===== config.mk =====
export PLATFORM = sky130hd
export DESIGN_NAME = simd_mul_arbiter
export DESIGN_NICKNAME = d
export VERILOG_FILES = /design/src/rtl/ara_pkg.sv /design/src/rtl/simd_mul_tag_fifo.sv /design/src/rtl/simd_mul_arbiter.sv
export SDC_FILE = /design/constraint.sdc
export NUM_CORES = 1
export LEC_CHECK = 0
export CORE_AREA = 2 2 304 306
export CTS_BUF_LIST = sky130_fd_sc_hd__clkbuf_4 sky130_fd_sc_hd__clkbuf_8 sky130_fd_sc_hd__clkbuf_16
export DETAILED_ROUTE_END_ITERATION = 10
export DIE_AREA = 0 0 306 308
export DONT_BUFFER_PORTS = 1
export HOLD_SLACK_MARGIN = 0.08
export PLACE_DENSITY = 0.3
export SYNTH_ARGS = -nofsm -noshare
export SYNTH_HDL_FRONTEND = slang
export SYNTH_HIERARCHICAL = 1
export SYNTH_SLANG_ARGS = --single-unit

===== constraint.sdc =====
create_clock -name clk_i -period 6.3 [get_ports clk_i]
set_input_delay 0.63 -clock clk_i [delete_from_list [all_inputs] [get_ports clk_i]]
set_output_delay 0.63 -clock clk_i [all_outputs]
set_load 0.01 [all_outputs]

===== src/rtl/ara_pkg.sv =====
// Shared vector-unit types used by the multiplier arbiter.
package ara_pkg;

    localparam int unsigned ELEN  = 64;
    localparam int unsigned ELENB = ELEN / 8;

    typedef logic [ELEN-1:0]  elen_t;
    typedef logic [ELENB-1:0] strb_t;

    typedef enum logic [2:0] {
        VMUL,
        VMULH,
        VMULHU,
        VMULHSU,
        VMACC,
        VNMSAC,
        VMADD,
        VNMSUB
    } ara_op_e;

endpackage


===== src/rtl/simd_mul_tag_fifo.sv =====
// Synchronous tag FIFO with arbitrary depth (pointers wrap modulo Depth).
// Ports: clk_i/rst_i (sync active-high), push_i/data_i write side,
//        pop_i/data_o read side (data_o shows the head), full_o, empty_o,
//        usage_o current occupancy.
module simd_mul_tag_fifo #(
    parameter int unsigned Depth = 4,
    parameter int unsigned DataW = 1
) (
    input  logic                       clk_i,
    input  logic                       rst_i,
    input  logic                       push_i,
    input  logic [DataW-1:0]           data_i,
    input  logic                       pop_i,
    output logic [DataW-1:0]           data_o,
    output logic                       full_o,
    output logic                       empty_o,
    output logic [$clog2(Depth+1)-1:0] usage_o
);

    localparam int unsigned PtrW = (Depth > 1) ? $clog2(Depth) : 1;
    localparam int unsigned CntW = $clog2(Depth + 1);

    logic [DataW-1:0] mem_q [Depth];
    logic [PtrW-1:0]  wr_ptr_q;
    logic [PtrW-1:0]  rd_ptr_q;
    logic [CntW-1:0]  cnt_q;
    logic             do_push;
    logic             do_pop;

    function automatic logic [PtrW-1:0] ptr_inc(input logic [PtrW-1:0] p);
        return (32'(p) == Depth - 1) ? '0 : p + PtrW'(1);
    endfunction

    assign full_o  = (cnt_q == CntW'(Depth));
    assign empty_o = (cnt_q == '0);
    assign usage_o = cnt_q;
    assign data_o  = mem_q[rd_ptr_q];

    // Push is refused while full even when a pop happens in the same cycle.
    assign do_push = push_i & ~full_o;
    assign do_pop  = pop_i & ~empty_o;

    // Storage array, no reset needed
    always_ff @(posedge clk_i) begin
        if (do_push) begin
            mem_q[wr_ptr_q] <= data_i;
        end
    end

    // Pointers and occupancy
    always_ff @(posedge clk_i) begin
        if (rst_i) begin
            wr_ptr_q <= '0;
            rd_ptr_q <= '0;
            cnt_q    <= '0;
        end else begin
            if (do_push) begin
                wr_ptr_q <= ptr_inc(wr_ptr_q);
            end
            if (do_pop) begin
                rd_ptr_q <= ptr_inc(rd_ptr_q);
            end
            if (do_push && !do_pop) begin
                cnt_q <= cnt_q + CntW'(1);
            end else if (do_pop && !do_push) begin
                cnt_q <= cnt_q - CntW'(1);
            end
        end
    end

endmodule


===== src/rtl/simd_mul_arbiter.sv =====
// Round-robin arbiter sharing one pipelined multiplier among NumReq
// requesters. Issued requester indices are queued as tags so in-order
// results are routed back to the requester that issued them.
// Ports: clk_i/rst_i (sync active-high); req_* per-requester issue side;
//        mul_* issue and result handshakes with the multiplier; res_* result
//        broadcast with per-requester valid/ready; inflight_o outstanding
//        count; err_o sticky flag for a result arriving with no tag queued.
module simd_mul_arbiter
    import ara_pkg::*;
#(
    parameter int unsigned NumReq      = 2,
    parameter int unsigned MaxInflight = 4
) (
    input  logic                             clk_i,
    input  logic                             rst_i,
    input  logic [NumReq-1:0]                req_valid_i,
    output logic [NumReq-1:0]                req_ready_o,
    input  ara_op_e                          req_op_i        [NumReq],
    input  elen_t                            req_operand_a_i [NumReq],
    input  elen_t                            req_operand_b_i [NumReq],
    input  elen_t                            req_operand_c_i [NumReq],
    input  strb_t                            req_mask_i      [NumReq],
    output ara_op_e                          mul_op_o,
    output elen_t                            mul_operand_a_o,
    output elen_t                            mul_operand_b_o,
    output elen_t                            mul_operand_c_o,
    output strb_t                            mul_mask_o,
    output logic                             mul_valid_o,
    input  logic                             mul_ready_i,
    input  elen_t                            mul_result_i,
    input  strb_t                            mul_mask_i,
    input  logic                             mul_valid_i,
    output logic                             mul_ready_o,
    output elen_t                            res_result_o,
    output strb_t                            res_mask_o,
    output logic [NumReq-1:0]                res_valid_o,
    input  logic [NumReq-1:0]                res_ready_i,
    output logic [$clog2(MaxInflight+1)-1:0] inflight_o,
    output logic                             err_o
);

    localparam int unsigned TagW = (NumReq > 1) ? $clog2(NumReq) : 1;

    typedef logic [TagW-1:0] tag_t;

    tag_t        rr_ptr_q;
    tag_t        held_q;
    logic        hold_q;
    tag_t        grant;
    tag_t        head_tag;
    logic        fifo_full;
    logic        fifo_empty;
    logic        issue;
    logic        res_pop;
    logic        found;
    int unsigned idx;

    // Round-robin search from rr_ptr; a stalled offer keeps its grant.
    always_comb begin
        grant = rr_ptr_q;
        found = 1'b0;
        idx   = 0;
        for (int unsigned i = 0; i < NumReq; i++) begin
            idx = 32'(rr_ptr_q) + i;
            if (idx >= NumReq) begin
                idx = idx - NumReq;
            end
            if (!found && req_valid_i[tag_t'(idx)]) begin
                grant = tag_t'(idx);
                found = 1'b1;
            end
        end
        if (hold_q && req_valid_i[held_q]) begin
            grant = held_q;
        end
    end

    assign mul_valid_o     = ~rst_i & (|req_valid_i) & ~fifo_full;
    assign issue           = mul_valid_o & mul_ready_i;
    assign mul_op_o        = req_op_i[grant];
    assign mul_operand_a_o = req_operand_a_i[grant];
    assign mul_operand_b_o = req_operand_b_i[grant];
    assign mul_operand_c_o = req_operand_c_i[grant];
    assign mul_mask_o      = req_mask_i[grant];

    // Only the granted requester sees ready
    always_comb begin
        req_ready_o = '0;
        if (issue) begin
            req_ready_o[grant] = 1'b1;
        end
    end

    // Results go to the head tag; with no tag queued the result is dropped.
    always_comb begin
        res_valid_o = '0;
        if (!rst_i && mul_valid_i && !fifo_empty) begin
            res_valid_o[head_tag] = 1'b1;
        end
    end

    assign mul_ready_o  = ~rst_i & (fifo_empty ? mul_valid_i : res_ready_i[head_tag]);
    assign res_pop      = ~rst_i & mul_valid_i & ~fifo_empty & res_ready_i[head_tag];
    assign res_result_o = mul_result_i;
    assign res_mask_o   = mul_mask_i;

    // Arbitration state and sticky error
    always_ff @(posedge clk_i) begin
        if (rst_i) begin
            rr_ptr_q <= '0;
            held_q   <= '0;
            hold_q   <= 1'b0;
            err_o    <= 1'b0;
        end else begin
            hold_q <= mul_valid_o & ~mul_ready_i;
            held_q <= grant;
            if (issue) begin
                rr_ptr_q <= (32'(grant) + 1 >= NumReq) ? '0 : grant + tag_t'(1);
            end
            if (mul_valid_i && fifo_empty) begin
                err_o <= 1'b1;
            end
        end
    end

    simd_mul_tag_fifo #(
        .Depth (MaxInflight),
        .DataW (TagW)
    ) u_tag_fifo (
        .clk_i   (clk_i),
        .rst_i   (rst_i),
        .push_i  (issue),
        .data_i  (grant),
        .pop_i   (res_pop),
        .data_o  (head_tag),
        .full_o  (fifo_full),
        .empty_o (fifo_empty),
        .usage_o (inflight_o)
    );

endmodule


==> results_dict.tcl, run 1 <==
set metrics [dict create \
    antenna_found_initial 65 \
    final_cell_mix "103 x mux2_2, 100 x mux2_4, 13 x dfxtp_1" \
    cts_tree "done" \
    clock_path_buffers 2 \
    cts_buffers 3 \
    drtIter0Drc 84 \
    arrival_ns 3.80 \
    comb_power_share_pct 64.9 \
    seq_area_frac_synth_pct 8.910 \
    dp_hpwl_microns 33640 \
    clock.fmax_mhz 276.2 \
    grt_util_all_layers_pct 6.733 \
    synth-edff-count 4 \
    cp-start-kind "flop" \
    clock-sinks 17 \
    min_period_ns 3.621 \
    nets 787 \
    end_kind "flop" \
    synthTopCellsByArea "mux2_4 35%, mux2_2 27%, buf_4 13%, dfxtp_1 6.1%, buf_6 4.2%" \
    power_switching_mw 0.3060 \
    drive_above_1_share_pct 74.40 \
    hold_path_class "in -> reg" \
    coreArea_sq_mm 0.09097 \
    fin_crit_sh_pct 57.47 \
    cts_resized 0 \
    grt_overflow 0 \
    grt_pass1_wl_microns 38630 \
    avgSynthCellArea_sq_um 11.15 \
    io_buffers 0 \
    start_util_pct 4.693 \
    yosysWarnings 6 \
    synthesis.area_sq_mm 0.004269 \
    status "finished, final reports clean" \
    totalWireLength_microns 35260 \
    slew_viol_final 0 \
    worstSetupPathType "reg -> reg" \
    hold_violations 0 \
    p_leak_nw 1.566 \
    rows 111 \
    routabilityCongestion 0.8316 \
    syn-num-nets 876 \
    ant_nets 0 \
    post-synth-top-area-cell "mux2_4" \
    ctsHoldBuffers 0 \
    dieArea_sq_mm 0.09425 \
    p_seq_share_pct 17.7 \
    ys_ff_latch 17 \
    vias 3242 \
    clockPowerShare_pct 17.3 \
    synth_top_cell_area_share_pct 35.17 \
    internal_power_mw 0.4171 \
    ys_dominant_reg_cell "dfxtp_1" \
    die_h_microns 308 \
    drv_cap 0 \
    first_pass_iters 4 \
    synthCells 383 \
    post_drt_wl_per_cell_microns 23.60 \
    grt_max_degree 111 \
    clk_latency_ns 0.24 \
    postCtsSetupBuffers 0 \
    cts_root_buf "clkbuf_16" \
    crit_required_ns 6.48 \
    slew_headroom_pct 31.42 \
    post-route-drc-count 0 \
    cts.clk_slew.worst_paths_ns 0.05 \
    layout_commonest_cell "mux2_2" \
    viasPerCell 2.170 \
    ys_types 33 \
    die_x_microns 306 \
    syn_to_final_growth_pct 20.69 \
    async_reset_ff_share_pct 0 \
    fin_util_pct 5.664 \
    clock_skew_ns 0.001815 \
    max-vdd-ir-drop_mv 0.08648 \
    grt_pass1_vias 2772 \
    power_density_mw_per_mm2 140.3 \
    htree_levels 1 \
    switching_share_pct 42.32 \
    setup_violations 0 \
    tns_ns 0 \
    io_pins 771 \
    worstMarginPinSlew_ns 1.029 \
    rsz0062_at_grt "no" \
    cp_max_fo 7 \
]
-- worst max-delay path, cell delays in order, from the launching register on --
cell	delay (ns)
dfxtp_1	0.53
or3b_1	0.35
clkinv_4	0.10
nor3_1	0.56
nand2_1	0.19
inv_1	0.20
bufinv_8	0.21
nor2_2	0.14
ha_1	0.21
inv_1	0.07
fa_1	0.37
xor2_1	0.18
or3_1	0.31
a21oi_1	0.15
-- through the flow --
stage / total power, mW / cells / setup slack [ns] / area [sq um] / hold WS, ns
finish: 0.7231 / 1494 / 2.679 / 5152 / 0.4507
global route: 0.7603 / 1488 / 2.421 / 5137 / 0.4405
global placement: 0.6125 / 1475 / 2.856 / 5035 / 0.4803
CTS: 0.7390 / 1479 / 2.697 / 5115 / 0.4451
floorplan: 0.5749 / 383 / 3.188 / 4269 / 0.4634
detailed placement: 0.6102 / 1475 / 2.722 / 5035 / 0.4879
-- Yosys cell counts, drive strengths merged, types with 3 or more instances --
master	count
edfxtp	4
buf	96
nor3	3
ha	6
and3	4
inv	6
a21oi	8
mux2i	3
dfxtp	13
mux2	203
nor2	12
o21ai	3
-- per-layer routing --
| metal | routed length, microns | part of all wire [%] | global-route usage (%) | up-vias |
|---|---|---|---|---|
| met5 | 27 | 0.077 | 0 | - |
| met4 | 1903 | 5.4 | 2.245 | 4 |
| met3 | 4313 | 12 | 2.673 | 116 |
| met2 | 18060 | 51 | 12.93 | 642 |
| met1 | 10960 | 31 | 6.486 | 1348 |
| li1 | - | - | - | 1132 |
-- path summary, 6_finish.rpt --
check                                                    startpoint                                   to  slack, ns  depth (start not counted)
worst max register to register   u_tag_fifo/usage_o[0]$_SDFFE_PP0P_   u_tag_fifo/usage_o[2]$_SDFFE_PP0P_       2.68                         13
worst min register to register  u_tag_fifo/rd_ptr_q[0]$_SDFFE_PP0P_  u_tag_fifo/rd_ptr_q[0]$_SDFFE_PP0P_       0.51                          2
worst max-delay path             u_tag_fifo/usage_o[0]$_SDFFE_PP0P_   u_tag_fifo/usage_o[2]$_SDFFE_PP0P_       2.68                         13
worst min-delay path                                          rst_i                    held_q$_SDFF_PP0_       0.45                          1
-- cell type report --
cell class	count	area, sq um
tap	1186	1484
antenna	15	37.54
multi-input combinational	261	3087
timing repair buffer	3	35.03
clock inverter	1	5.005
inverter	8	48.80
sequential	17	380.4
fill	10620	85820
clock buffer	3	75.07
-- power groups by stage --
stage | sequential, mW | clock (mW) | combinational (mW)
after floorplan | 0.128 | 0 | 0.446
after detailed placement | 0.130 | 0 | 0.480
after global routing | 0.129 | 0.135 | 0.496
final | 0.128 | 0.125 | 0.469
after global placement | 0.130 | 0 | 0.483
after CTS | 0.128 | 0.130 | 0.481
-- kinds of logic (layout without fill, tap and decap cells) --
group / count (synthesis) / in the layout / synth area share, %
AOI/OAI and AO/OA: 14 / 14 / 2.081
adders and majority gates: 7 / 7 / 2.227
buffers and inverters: 105 / 15 / 19.05
DFF: 17 / 17 / 8.910
xor gates and xnor gates: 2 / 2 / 0.4104
muxes: 207 / 207 / 63.57
other: 0 / 15 / 0
and+or+nand+nor: 31 / 31 / 3.752
Note: power is estimated with default switching activity, not from simulation.
==> run 2, diff against run 1 <==
==> constraint.sdc (replaced) <==
create_clock -name clk_i -period 3.4 [get_ports clk_i]
set_input_delay 0.34 -clock clk_i [delete_from_list [all_inputs] [get_ports clk_i]]
set_output_delay 0.34 -clock clk_i [all_outputs]
set_load 0.01 [all_outputs]
==> results_dict.tcl, run 2 (same netlist as run 1, synthesis figures left out) <==
set metrics [dict create \
    slew_headroom_pct 65.56 \
    drtIter0Drc 71 \
    cts_resized 0 \
    grt_max_degree 90 \
    worst_slack_ns 0.2982 \
    nets 792 \
    post-route-drc-count 0 \
    dp_cells 1480 \
    grt_util_all_layers_pct 6.799 \
    hold_depth 1 \
    arrival_ns 3.28 \
    clock_path_buffers 2 \
    postCtsSetupBuffers 0 \
    hold_start "rst_i" \
    syn_to_final_growth_pct 21.75 \
    die_x_microns 306 \
    place_area_sq_mm 0.005085 \
    clock_skew_ns 0.0008260 \
    cts_root_buf "clkbuf_16" \
    hold_path_class "in -> reg" \
    internal_power_mw 0.7900 \
    cts.clk_slew.worst_paths_ns 0.05 \
    instances_no_fill 1495 \
    dp_hpwl_microns 34010 \
    r2r-start "u_tag_fifo/usage_o[0]$_SDFFE_PP0P_" \
    grt_overflow 0 \
    rsz0062_at_grt "no" \
    grt_pass1_wl_microns 38990 \
    vias 3301 \
    power_density_mw_per_mm2 263.0 \
    start_util_pct 4.693 \
    reg2reg_slack_ns 0.30 \
    power_mw 1.367 \
    hold_violations 0 \
    cts_buffers 3 \
    rows 111 \
    ctsHoldBuffers 0 \
    clk_latency_ns 0.24 \
    clock-sinks 17 \
    min_period_ns 3.102 \
    routabilityCongestion 0.8299 \
    tns_ns 0 \
    ant_nets 0 \
    worstReg2RegEnd "u_tag_fifo/usage_o[2]$_SDFFE_PP0P_" \
    dieArea_sq_mm 0.09425 \
    antenna_found_initial 65 \
    setup_violations 0 \
    pre_cts_ws_ns 0.2265 \
    slew_viol_final 0 \
    viasPerCell 2.208 \
    fin_area_sq_mm 0.005197 \
    comb_power_share_pct 64.9 \
    reg2regPathDepth 13 \
    cp-start-kind "flop" \
    max-vdd-ir-drop_mv 0.1498 \
    power_switching_mw 0.5767 \
    post_drt_wl_per_cell_microns 23.91 \
    fin_crit_sh_pct 91.23 \
    clock.fmax_mhz 322.4 \
    grt_pass1_vias 2796 \
    layout_commonest_cell "mux2_2" \
    io_pins 771 \
    worstMarginPinSlew_ns 0.5126 \
    final_cell_mix "103 x mux2_2, 100 x mux2_4, 13 x dfxtp_1" \
    cp_max_fo 7 \
    die_h_microns 308 \
    cts_tree "done" \
    status "finished, final reports clean" \
    io_buffers 0 \
    totalWireLength_microns 35750 \
    crit_required_ns 3.58 \
    holdPathEnd "held_q$_SDFF_PP0_" \
    clockPowerShare_pct 17.6 \
    drv_cap 0 \
    drive_above_1_share_pct 75.17 \
    p_seq_share_pct 17.4 \
    p_leak_nw 1.598 \
    htree_levels 1 \
    end_kind "flop" \
    worstSetupPathType "reg -> reg" \
    first_pass_iters 4 \
    switching_share_pct 42.20 \
    coreArea_sq_mm 0.09097 \
]
## run 2: cell type report
class / instances / area, sq um
multi-input cells: 261 / 3089
diodes: 11 / 27.53
flip-flops and latches: 17 / 380.4
fillers: 10600 / 85770
inverters: 8 / 48.80
well taps: 1186 / 1484
clock buffers: 4 / 82.58
repair buffers: 8 / 85.08
## run 2: how the worst max path moves through the flow
| stage | start | to | slack, ns |
|---|---|---|---|
| after floorplan | u_tag_fifo/usage_o[0]$_SDFFE_PP0P_ | u_tag_fifo/usage_o[2]$_SDFFE_PP0P_ | 0.29 |
| after global placement | u_tag_fifo/usage_o[0]$_SDFFE_PP0P_ | u_tag_fifo/usage_o[2]$_SDFFE_PP0P_ | 0.37 |
| after detailed placement | u_tag_fifo/usage_o[0]$_SDFFE_PP0P_ | u_tag_fifo/usage_o[2]$_SDFFE_PP0P_ | 0.23 |
| after CTS | u_tag_fifo/usage_o[0]$_SDFFE_PP0P_ | u_tag_fifo/usage_o[2]$_SDFFE_PP0P_ | 0.20 |
| after global routing | u_tag_fifo/usage_o[0]$_SDFFE_PP0P_ | u_tag_fifo/usage_o[2]$_SDFFE_PP0P_ | 0.1 |
| final | u_tag_fifo/usage_o[0]$_SDFFE_PP0P_ | u_tag_fifo/usage_o[2]$_SDFFE_PP0P_ | 0.30 |
## run 2: layer usage
metal | up-vias | part of all wire [%] | track usage (%)
met5 | - | 0.090 | 0
met2 | 644 | 52 | 13.36
met3 | 106 | 13 | 2.913
met4 | 4 | 5.0 | 1.730
li1 | 1140 | - | -
met1 | 1407 | 30 | 6.378
## run 2: through the flow
| stage | hold WS [ns] | utilization (%) |
|---|---|---|
| finish | 0.1615 | 5.714 |
| global route | 0.1541 | 5.703 |
| CTS | 0.1562 | 5.680 |
| detailed placement | 0.4159 | 5.590 |
| global placement | 0.4124 | 5.590 |
| floorplan | 0.4116 | - |
## run 2: power groups by stage
stage / Clock (mW) / Combinational [mW] / Sequential (mW)
after detailed placement: 0 / 0.904 / 0.242
after floorplan: 0 / 0.827 / 0.238
after CTS: 0.248 / 0.907 / 0.238
after global routing: 0.255 / 0.934 / 0.240
final: 0.241 / 0.888 / 0.238
after global placement: 0 / 0.906 / 0.241
## run 2: worst max-delay path: stages (launching register included)
cell	delay, ns
dfxtp_1	0.52
or3b_4	0.26
clkinv_4	0.07
nor3_1	0.22
nand2_1	0.13
inv_1	0.15
bufinv_8	0.20
nor2_2	0.14
ha_1	0.22
inv_1	0.07
fa_1	0.39
xor2_1	0.19
or3_1	0.32
a21oi_1	0.15
==> patch 1, RTL diff (flow settings as in run 1) <==
Set the parameter `MaxInflight` to 16 (it was 4).
--- a/src/rtl/simd_mul_arbiter.sv
+++ b/src/rtl/simd_mul_arbiter.sv
@@ -10,5 +10,5 @@
 #(
     parameter int unsigned NumReq      = 2,
-    parameter int unsigned MaxInflight = 4
+    parameter int unsigned MaxInflight = 16
 ) (
     input  logic                             clk_i,
Ports: changed (resized inflight_o); port bits go from 771 to 773. The function was not compared with the original's and may differ.
==> patch 1 against run 1 <==
Total power up 63%. Sequential share of layout area up 7.2 points. Critical path depth up 1. Area after synthesis up 22%. Sequential cell count up 20. Die area unchanged. Setup slack worse by 0.13 ns. Wire length down 13%. Final area up 20%. Critical path type unchanged.
==> patch 1: results <==
{
  "use_met2_pct": 9.355,
  "avgSynthCellArea_um2": 11.14,
  "dr_wl_met2_um": 13930,
  "met1Wirelength_um": 8975,
  "postPlaceCellArea_um2": 5961,
  "status": "finished, final reports clean",
  "synth_cell_types": 40,
  "synth-xor-area-share_pct": 0.8420,
  "drive_above_1_share_pct": 59.95,
  "synth_fp_nets": 964,
  "path_max_fanout": 6,
  "vias_per_cell": 2.283,
  "numCtsBuffers": 5,
  "stdcell_count": 1575,
  "htreeDepth": 2,
  "clk_latency_ns": 0.28,
  "grtUsageMet3_pct": 4.796,
  "synth_area_leaders": "mux2_4, mux2_2, buf_4, edfxtp_1, dfxtp_1",
  "place_inst": 1555,
  "routed_wl_um": 30570,
  "grt_max_degree": 133,
  "fmax_mhz": 266.9,
  "synthAdderAreaFrac_pct": 2.790,
  "antenna_found_initial": 23,
  "synthTopCellsByCount": "mux2_2, mux2_4, buf_4",
  "p_leak_nw": 1.880,
  "ir_drop_uv": 115.8,
  "synthMuxAreaShare_pct": 54.32,
  "p_int_mw": 0.7238,
  "grt_pass1_vias": 3350,
  "yosysSeqAreaShare_pct": 17.32
}
==> patch 1: cell count changes after synthesis, sizes merged, moves of 6 or more <==
| cell | run 1 | this run |
|---|---|---|
| dfxtp | 13 | 21 |
| inv | 6 | 12 |
| edfxtp | 4 | 16 |
| nor2 | 12 | 36 |
| nand2 | 2 | 12 |
==> patch 1: final cells by class <==
type                       instances  area, um^2  share of cell area, %
antenna                           12       30.03                 0.4876
clock buffer                       6       132.6                  2.154
clock inverter                     2       35.03                 0.5689
inverter                          12       45.04                 0.7314
multi-input combinational        318        3491                  56.68
sequential                        37       900.9                  14.63
tap                             1186        1484                  24.10
timing repair buffer               2       40.04                 0.6501
==> patch 1: power groups by stage <==
stage | Combinational, mW | Sequential (mW) | Clock [mW]
detailed placement | 0.614 | 0.301 | 0
global placement | 0.616 | 0.301 | 0
floorplan | 0.564 | 0.292 | 0
CTS | 0.617 | 0.295 | 0.294
global route | 0.649 | 0.297 | 0.304
finish | 0.600 | 0.295 | 0.285
==> patch 2, RTL diff (settings of run 1) <==
Without the edit above. Put one more register stage on the output `err_o`, without a reset. The value now appears one clock later. The other outputs are not delayed to match.
--- a/src/rtl/simd_mul_arbiter.sv
+++ b/src/rtl/simd_mul_arbiter.sv
@@ -43,4 +43,6 @@
 
     typedef logic [TagW-1:0] tag_t;
+
+    logic err_s0;
 
     tag_t        rr_ptr_q;
@@ -111,5 +113,5 @@
             held_q   <= '0;
             hold_q   <= 1'b0;
-            err_o    <= 1'b0;
+            err_s0   <= 1'b0;
         end else begin
             hold_q <= mul_valid_o & ~mul_ready_i;
@@ -119,5 +121,5 @@
             end
             if (mul_valid_i && fifo_empty) begin
-                err_o <= 1'b1;
+                err_s0 <= 1'b1;
             end
         end
@@ -139,4 +141,8 @@
     );
 
+    always_ff @(posedge clk_i) begin
+        err_o <= err_s0;
+    end
+
 endmodule
 
Check against the original RTL: not equivalent (a bounded check fails within 4 cycles, from zero or initial values and one cycle with rst_i high).
==> patch 2 against run 1 <==
Final area rose by 0.22%. Sequential cell count up 1. Core utilization barely moved. Wire length fell by 2.0%. Cell count decreased by 0.40%. Area after synthesis increased by 0.47%. Total power grew 2.9%. Setup slack better by 0.087 ns. Critical path type unchanged.
==> patch 2: results <==
{
  "slew_headroom_pct": 29.81,
  "drt_iter0_drc": 127,
  "grt_pass1_wl_um": 37870,
  "finalSetupViolations": 0,
  "rrSetupSlack_ns": 2.77,
  "place_inst": 1476,
  "via_count": 3234,
  "status": "finished, final reports clean",
  "synth-main-ff-cell": "dfxtp_1",
  "grt_max_degree": 101,
  "skew_ns": 0.002688,
  "drive_above_1_share_pct": 74.15,
  "grt_util_all_layers_pct": 6.548,
  "synthTopCellsByCount": "mux2_2, mux2_4, buf_4",
  "place_congestion": 0.8850,
  "postPlaceCellArea_um2": 5055,
  "synth_area_leaders": "mux2_4, mux2_2, buf_4, dfxtp_1, buf_6",
  "avgRoutedWirePerCell_um": 23.23,
  "postSynthCellCount": 384,
  "min_from": "err_s0$_SDFFE_PP0P_",
  "synth_fp_nets": 877,
  "min_path_type": "reg2reg",
  "r2r_start": "u_tag_fifo/usage_o[0]$_SDFFE_PP0P_",
  "ir_drop_uv": 76.28,
  "fillers": 10630,
  "vias_per_cell": 2.173,
  "min_to": "err_o$_DFF_P_",
  "netSwitchingFraction_pct": 41.32,
  "p_leak_nw": 1.577,
  "clkPwrFrac_pct": 18.7,
  "comb-power_mw": 0.470,
  "numCtsBuffers": 3,
  "dpl.hpwl_um": 32930,
  "fin_nets": 788,
  "yosysSeqAreaShare_pct": 9.335,
  "antenna_found_initial": 56,
  "hold_path_depth": 0
}
[patch 2: per-stage QoR]
stage / util, % / power, mW / hold WS, ns
after global placement: 5.557 / 0.6163 / 0.3464
final: 5.676 / 0.7444 / 0.3533
after CTS: 5.654 / 0.7567 / 0.3550
after floorplan: - / 0.5824 / 0.3315
after global routing: 5.676 / 0.7792 / 0.3694
after detailed placement: 5.557 / 0.6128 / 0.3440
[patch 2: cell type report]
cell class	count	area [um^2]	share of cell area, %
antenna	8	20.02	0.3877
clock buffer	4	88.84	1.720
inverter	8	48.80	0.9450
multi-input combinational	261	3087	59.78
sequential	18	400.4	7.754
tap	1186	1484	28.74
timing repair buffer	3	35.03	0.6785
[patch 2: critical path: stages (launching register included)]
cell      delay, ns
dfxtp_1        0.52
or3b_1         0.33
clkinv_4       0.10
nor3_1         0.52
nand2_1        0.20
inv_1          0.18
bufinv_8       0.20
nor2_2         0.14
ha_1           0.22
inv_1          0.06
fa_1           0.37
xor2_1         0.18
or3_1          0.31
a21oi_1        0.14
[patch 2: routing by layer]
metal	GRT usage [%]	share of wire (%)	up-vias	routed length, um
met5	0	0	-	0
met4	2.853	5.1	0	1769
met3	3.065	14	104	4750
met2	11.67	49	616	16920
met1	6.495	32	1387	11120
li1	-	-	1127	-
[patch 2: cell families after synthesis]
| group | synth area share (%) |
|---|---|
| AND/OR/NAND/NOR | 3.734 |
| AO/OA/AOI/OAI | 2.071 |
| flip-flops | 9.335 |
| buffers and inverters | 18.96 |
| multiplexers | 63.27 |
| XOR/XNOR | 0.4085 |
| adder cells (fa/ha/maj) | 2.217 |
[patch 2: how the worst max path moves through the flow]
stage | slack (ns) | cells past startpoint | endpoint | start
floorplan | 3.19 | 14 | u_tag_fifo/usage_o[2]$_SDFFE_PP0P_ | u_tag_fifo/usage_o[0]$_SDFFE_PP0P_
global placement | 2.87 | 13 | u_tag_fifo/usage_o[2]$_SDFFE_PP0P_ | u_tag_fifo/usage_o[0]$_SDFFE_PP0P_
detailed placement | 2.78 | 13 | u_tag_fifo/usage_o[2]$_SDFFE_PP0P_ | u_tag_fifo/usage_o[0]$_SDFFE_PP0P_
CTS | 2.76 | 13 | u_tag_fifo/usage_o[2]$_SDFFE_PP0P_ | u_tag_fifo/usage_o[0]$_SDFFE_PP0P_
global route | 2.46 | 13 | u_tag_fifo/usage_o[2]$_SDFFE_PP0P_ | u_tag_fifo/usage_o[0]$_SDFFE_PP0P_
finish | 2.77 | 13 | u_tag_fifo/usage_o[2]$_SDFFE_PP0P_ | u_tag_fifo/usage_o[0]$_SDFFE_PP0P_
